File: src/rtl/axc_error_sweeper.sv
// Exhaustive sweep and error grading of an approximate |a-b| circuit.
// Drives every input vector, compares against the exact result, reports.
module axc_error_sweeper #(
  parameter int N_IN         = 4,
  parameter int N_OUT        = 3,
  parameter int ET           = 4,
  parameter int DUT_LAT      = 0,
  parameter int STOP_ON_FAIL = 0
) (
  input  logic              clk,
  input  logic              rst_n,
  input  logic              start,
  output logic [N_IN-1:0]   dut_in,
  input  logic [N_OUT-1:0]  dut_out,
  output logic              busy,
  output logic              done,
  output logic              pass,
  output logic [N_OUT:0]    max_err,
  output logic [N_IN:0]     mismatch_cnt,
  output logic [N_IN-1:0]   worst_vec,
  output logic [N_IN-1:0]   fail_vec
);

  localparam int H  = N_IN / 2;
  localparam int EW = N_OUT + 1;
  localparam int CW = N_IN + 1;
  localparam int DW = $clog2(DUT_LAT + 1) + 1;
  localparam logic [EW:0] ET_W = (EW + 1)'(ET);

  typedef enum logic [1:0] {IDLE, RUN, DRAIN, DONE} state_t;

  state_t          state_q, state_d;
  logic [CW-1:0]   cnt_q, cnt_d;
  logic [DW-1:0]   drain_q, drain_d;
  logic [N_IN-1:0] dut_in_q, dut_in_d;
  logic [EW-1:0]   max_q, max_d;
  logic [N_IN:0]   mis_q, mis_d;
  logic [N_IN-1:0] worst_q, worst_d;
  logic [N_IN-1:0] fvec_q, fvec_d;
  logic            failed_q, failed_d;
  logic            pass_q, pass_d;

  logic            cur_v;
  logic            g_v;
  logic [N_IN-1:0] g_vec;
  logic [EW-1:0]   a_e, b_e, exact, approx, err;
  logic            grade, bad, stop;

  assign cur_v = (state_q == RUN);

  // Expected-value pipeline: the graded vector lines up with dut_out.
  if (DUT_LAT == 0) begin : g_nolat
    assign g_v   = cur_v;
    assign g_vec = dut_in_q;
  end else begin : g_lat
    logic [DUT_LAT-1:0] v_q, v_d;
    logic [N_IN-1:0]    vec_q [DUT_LAT];
    logic [N_IN-1:0]    vec_d [DUT_LAT];

    always_comb begin
      v_d      = '0;
      vec_d[0] = dut_in_q;
      v_d[0]   = cur_v;
      for (int i = 1; i < DUT_LAT; i++) begin
        v_d[i]   = v_q[i-1];
        vec_d[i] = vec_q[i-1];
      end
      if (state_q == IDLE || state_q == DONE)
        v_d = '0;
    end

    always_ff @(posedge clk) begin
      if (!rst_n) begin
        v_q <= '0;
      end else begin
        v_q   <= v_d;
        vec_q <= vec_d;
      end
    end

    assign g_v   = v_q[DUT_LAT-1];
    assign g_vec = vec_q[DUT_LAT-1];
  end

  always_comb begin
    a_e    = EW'(g_vec[N_IN-1:H]);
    b_e    = EW'(g_vec[H-1:0]);
    exact  = (a_e >= b_e) ? a_e - b_e : b_e - a_e;
    approx = {1'b0, dut_out};
    err    = (approx >= exact) ? approx - exact : exact - approx;
  end

  assign grade = g_v && (state_q == RUN || state_q == DRAIN);
  assign bad   = grade && ({1'b0, err} > ET_W);
  assign stop  = bad && (STOP_ON_FAIL != 0);

  always_comb begin
    state_d  = state_q;
    cnt_d    = cnt_q;
    drain_d  = drain_q;
    dut_in_d = dut_in_q;
    max_d    = max_q;
    mis_d    = mis_q;
    worst_d  = worst_q;
    fvec_d   = fvec_q;
    failed_d = failed_q;
    pass_d   = pass_q;

    if (grade) begin
      if (err > max_q) begin
        max_d   = err;
        worst_d = g_vec;
      end
      if (err != '0)
        mis_d = mis_q + (N_IN + 1)'(1);
      if (bad && !failed_q) begin
        failed_d = 1'b1;
        fvec_d   = g_vec;
      end
    end

    unique case (state_q)
      IDLE: begin
        dut_in_d = '0;
        if (start) begin
          cnt_d    = '0;
          max_d    = '0;
          mis_d    = '0;
          worst_d  = '0;
          fvec_d   = '0;
          failed_d = 1'b0;
          pass_d   = 1'b0;
          state_d  = RUN;
        end
      end
      RUN: begin
        cnt_d    = cnt_q + CW'(1);
        dut_in_d = cnt_d[N_IN-1:0];
        drain_d  = '0;
        if (cnt_d[N_IN])
          state_d = (DUT_LAT == 0) ? DONE : DRAIN;
      end
      DRAIN: begin
        drain_d = drain_q + DW'(1);
        if (drain_q == DW'(DUT_LAT - 1))
          state_d = DONE;
      end
      DONE: begin
        dut_in_d = '0;
        state_d  = IDLE;
      end
      default: state_d = IDLE;
    endcase

    if (stop)
      state_d = DONE;
    if (state_d == DONE && state_q != DONE)
      pass_d = ({1'b0, max_d} <= ET_W) && !stop;
  end

  always_ff @(posedge clk) begin
    if (!rst_n) begin
      state_q  <= IDLE;
      cnt_q    <= '0;
      drain_q  <= '0;
      dut_in_q <= '0;
      max_q    <= '0;
      mis_q    <= '0;
      worst_q  <= '0;
      fvec_q   <= '0;
      failed_q <= 1'b0;
      pass_q   <= 1'b0;
    end else begin
      state_q  <= state_d;
      cnt_q    <= cnt_d;
      drain_q  <= drain_d;
      dut_in_q <= dut_in_d;
      max_q    <= max_d;
      mis_q    <= mis_d;
      worst_q  <= worst_d;
      fvec_q   <= fvec_d;
      failed_q <= failed_d;
      pass_q   <= pass_d;
    end
  end

  assign dut_in       = dut_in_q;
  assign busy         = (state_q == RUN) || (state_q == DRAIN);
  assign done         = (state_q == DONE);
  assign pass         = pass_q;
  assign max_err      = max_q;
  assign mismatch_cnt = mis_q;
  assign worst_vec    = worst_q;
  assign fail_vec     = fvec_q;

endmodule

File: config.mk
export PLATFORM = sky130hd
export DESIGN_NAME = axc_error_sweeper
export DESIGN_NICKNAME = d
export VERILOG_FILES = /design/src/rtl/axc_error_sweeper.sv
export SDC_FILE = /design/constraint.sdc
export NUM_CORES = 1
export LEC_CHECK = 0
export ABC_AREA = 1
export CORE_MARGIN = 1.5
export CORE_UTILIZATION = 58
export CTS_CLUSTER_DIAMETER = 80
export DETAILED_ROUTE_END_ITERATION = 12
export PLACE_DENSITY = 0.84
export SYNTH_ARGS = -nofsm -noshare
export SYNTH_HDL_FRONTEND = slang
export SYNTH_SLANG_ARGS = --single-unit
File: constraint.sdc
create_clock -name clk -period 6.92 [get_ports clk]
set_input_delay 1.384 -clock clk [delete_from_list [all_inputs] [get_ports clk]]
set_output_delay 1.384 -clock clk [all_outputs]
set_load 0.005 [all_outputs]
==> impl_summary.txt <==
----------------------------------------------------
[STA]
  Total Negative Setup Slacks ... 0 ns
  Final critical delay including setup and external delays ... 4.29 ns
  Unrepaired setup endpoints after global routing ... false
  Max Slew Vio Count ... 0
  Fraction of the cycle the final worst path needs ... 62.0%
  Final-report setup violation count ... 0
  Slew headroom ... 56.4%
  Transition time of the tightest slew-check pin ... 0.652 ns
  Hold Vio Cnt, Final ... 0
  Setup clock skew after layout ... 0.0134 ns
  Highest Clock Rate ... 233 MHz

[Setup path]
  Worst Reg-to-Reg Cells ... 27
  Type of the worst setup path ... reg -> reg
  Maximum fanout count along the critical path ... 10
  Worst Path Required ... 7.16 ns
  Startpoint kind of the worst setup timing path ... register
  Worst Setup End Kind ... register
  Data arrival at the endpoint of the critical path ... 4.53 ns

[Route]
  Routed wire length ... 4360 microns
  Vias after detailed routing ... 1845
  Detail Route Antenna Nets ... 0
  Wire length per cell after detailed routing ... 12.0 microns
  Routed vias/inst ... 5.08
  Met3 wire length ... 194 microns
  1st-pass router iterations ... 4
  # DRC ... 0
  DRC violation total after the first TritonRoute iteration ... 96
  M1 WL ... 1980 microns
  Top layer in use ... met4
  Met2 routed WL ... 2120 microns

[Synth]
  Count of different cell masters after synthesis ... 36
  Share of the yosys chip area belonging to registers ... 30.4%
  Yosys warning count ... 0
  Cell accounting for the most synthesized area ... sky130_fd_sc_hd__dfxtp_1
  Commonest cells in the netlist ... 71 x sky130_fd_sc_hd__nand2_1, 44 x sky130_fd_sc_hd__inv_1, 31 x sky130_fd_sc_hd__dfxtp_1, 27 x sky130_fd_sc_hd__nor2_1, 24 x sky130_fd_sc_hd__ha_1
  Post-synthesis instance area ... 2040 sq um
  Primary FF master, synth ... sky130_fd_sc_hd__dfxtp_1
  Number of enable-type register cells in the synthesized netlist ... 0
  Number of nets produced by synthesis ... 318
  Library cell with the highest instance count after synthesis ... sky130_fd_sc_hd__nand2_1
  Synthesis-stage register bit count ... 31
  Synth async-reset ratio ... 0%
  Synth Area per Inst ... 7.19 sq um
  Share of Yosys cell area claimed by the top area cell type ... 30.4%
  Top cells by area in the synthesized netlist ... sky130_fd_sc_hd__dfxtp_1 30%, sky130_fd_sc_hd__ha_1 15%, sky130_fd_sc_hd__nand2_1 13%
  Post-Syn Instances ... 284

[Floorplanning]
  Die boundary width ... 62.4 microns
  I/O pins ... 30
  Starting Density ... 60.8%
  Overall die height ... 62.4 microns
  Row count ... 21
  Core box area ... 3360 sq um
  Die ar. ... 3890 sq um

[Clock network]
  Clock slew at the register clock pins of the worst setup and hold paths ... 0.11 ns
  Longest Clk Path Bufs ... 2
  Post-CTS repair timing setup buffer count ... 0
  Number of buffers inserted for hold repair after clock tree synthesis ... 0
  CTS tree ... done
  CTS Buf Count ... 5
  Number of clock sinks ... 31
  Clock insertion delay at the later pin of the skew report ... 0.35 ns
  Post_cts resized ... 0
  Buffer cell driving the clock tree root ... sky130_fd_sc_hd__clkbuf_4
  H-tree Lvls ... 2

[Pwr]
  Power per Cell Area ... 429 nW/um^2
  Worst vdd ir ... 0.322 mV
  Static Leak ... 0.00115 uW

[Placement]
  Quantity of I/O buffers inserted on ports ... 29
  Cell Area, Placed ... 2350 sq um
  Routability-driven placement congestion ratio ... 0.841
  HPWL after DPL ... 3370 microns

[GRT]
  Pin count of the biggest net entering global routing ... 18
  Vias in the first global route ... 1771
  Number of antenna violations at the first check in global routing ... 0
  Gr ovfl total ... 0
  First-pass GRT wire length ... 7610 microns
  GRT Overall Usage ... 24.4%

[Job]
  Max-cap violations ... 0

[Finish]
  Fin area ... 2430 sq um
  Number of diodes added for antenna fixing ... 0
  Share of final-layout standard cells stronger than drive strength 1 ... 6.94%
  Post-synthesis to final-layout area growth ... 18.8%
  Nets ... 350

[Worst hold path]
  Number of cells on the worst hold path ... 1
  Path category of the worst min-delay check ... reg -> reg

[Status]
  Status ... completed

----------------------------------------------------
registers in the layout (all words and copies together) (netlist names):
register	flops
pass	1
dut_in	4
fail_vec	4
cnt_q	5
worst_vec	4
state_q	2
failed_q	1
drain_q	1
max_err	4
mismatch_cnt	5
through the flow:
step,total power [uW],worst slack [ns],hold slack [ns],utilization [%],std cells
after detailed placement,907,2.36,0.461,70.0,355
after global placement,887,2.56,0.459,70.0,355
after global routing,1140,2.20,0.498,72.2,363
after CTS,1040,2.68,0.477,72.2,363
final,1040,2.63,0.476,72.2,363
after floorplan,719,3.16,0.438,-,284
report_power, final:
part	internal (uW)	switching (uW)	total [uW]
logic	259	382	641
registers	230	42.8	273
clock network	59.3	68.3	128
critical path: stages (launching register included):
cell,delay (ns)
sky130_fd_sc_hd__dfxtp_1,0.44
sky130_fd_sc_hd__inv_1,0.09
sky130_fd_sc_hd__ha_1,0.20
sky130_fd_sc_hd__inv_1,0.06
sky130_fd_sc_hd__fa_1,0.40
sky130_fd_sc_hd__o21ai_0,0.41
sky130_fd_sc_hd__inv_1,0.15
sky130_fd_sc_hd__fa_1,0.44
sky130_fd_sc_hd__inv_1,0.09
sky130_fd_sc_hd__nand2_1,0.09
sky130_fd_sc_hd__nand3_2,0.10
sky130_fd_sc_hd__nand2_1,0.07
sky130_fd_sc_hd__nand2_1,0.06
sky130_fd_sc_hd__nand2_1,0.05
sky130_fd_sc_hd__nand2_2,0.11
sky130_fd_sc_hd__inv_1,0.08
sky130_fd_sc_hd__ha_1,0.30
sky130_fd_sc_hd__nand2_1,0.07
sky130_fd_sc_hd__o21ai_0,0.20
sky130_fd_sc_hd__inv_1,0.10
sky130_fd_sc_hd__nand2_2,0.14
sky130_fd_sc_hd__inv_2,0.09
sky130_fd_sc_hd__nand2_1,0.07
sky130_fd_sc_hd__nand3_1,0.11
sky130_fd_sc_hd__nand2_1,0.08
sky130_fd_sc_hd__nand2_1,0.05
sky130_fd_sc_hd__nand3_1,0.06
sky130_fd_sc_hd__nand2_1,0.05
path summary, 6_finish.rpt:
path                            startpoint       to  slack [ns]
worst max-delay path             dut_in[0]     pass        2.63
worst min register to register     drain_q  drain_q        0.48
worst max register to register   dut_in[0]     pass        2.63
worst min-delay path               drain_q  drain_q        0.48
cells by family (layout without fill, tap and decap cells):
family | after synthesis | after routing | synth area share, %
AO/OA/AOI/OAI | 39 | 39 | 10.5
buffers and inverters | 52 | 85 | 10.6
XOR/XNOR | 4 | 4 | 1.71
adder cells (fa/ha/maj) | 28 | 28 | 18.6
flip-flops | 31 | 31 | 30.4
AND/OR/NAND/NOR | 130 | 130 | 28.2
cell type report:
cell class	count	area [sq um]
multi-input cells	201	1210
well taps	46	57.6
flip-flops and latches	31	621
repair buffers	29	290
clock inverters	1	7.51
inverters	48	180
clock buffers	7	65.1
fillers	295	936
routing by layer:
metal | GRT usage, % | up-vias
met5 | 0 | -
met4 | 11.4 | 0
met3 | 4.53 | 7
met2 | 42.5 | 40
met1 | 29.1 | 843
li1 | - | 955
cell usage in the layout (no fill, tap or decap), types with 5 or more instances in the layout:
master                            Yosys  routed
sky130_fd_sc_hd__nor2_1              27      27
sky130_fd_sc_hd__clkbuf_4             0       5
sky130_fd_sc_hd__inv_1               44      44
sky130_fd_sc_hd__clkdlybuf4s50_1      0      29
sky130_fd_sc_hd__nand2_1             71      71
sky130_fd_sc_hd__nand3_1             15      15
sky130_fd_sc_hd__dfxtp_1             31      31
sky130_fd_sc_hd__o21ai_0              9       9
sky130_fd_sc_hd__a21oi_1             21      21
sky130_fd_sc_hd__ha_1                24      24
Power figures use the tool's default switching activity.
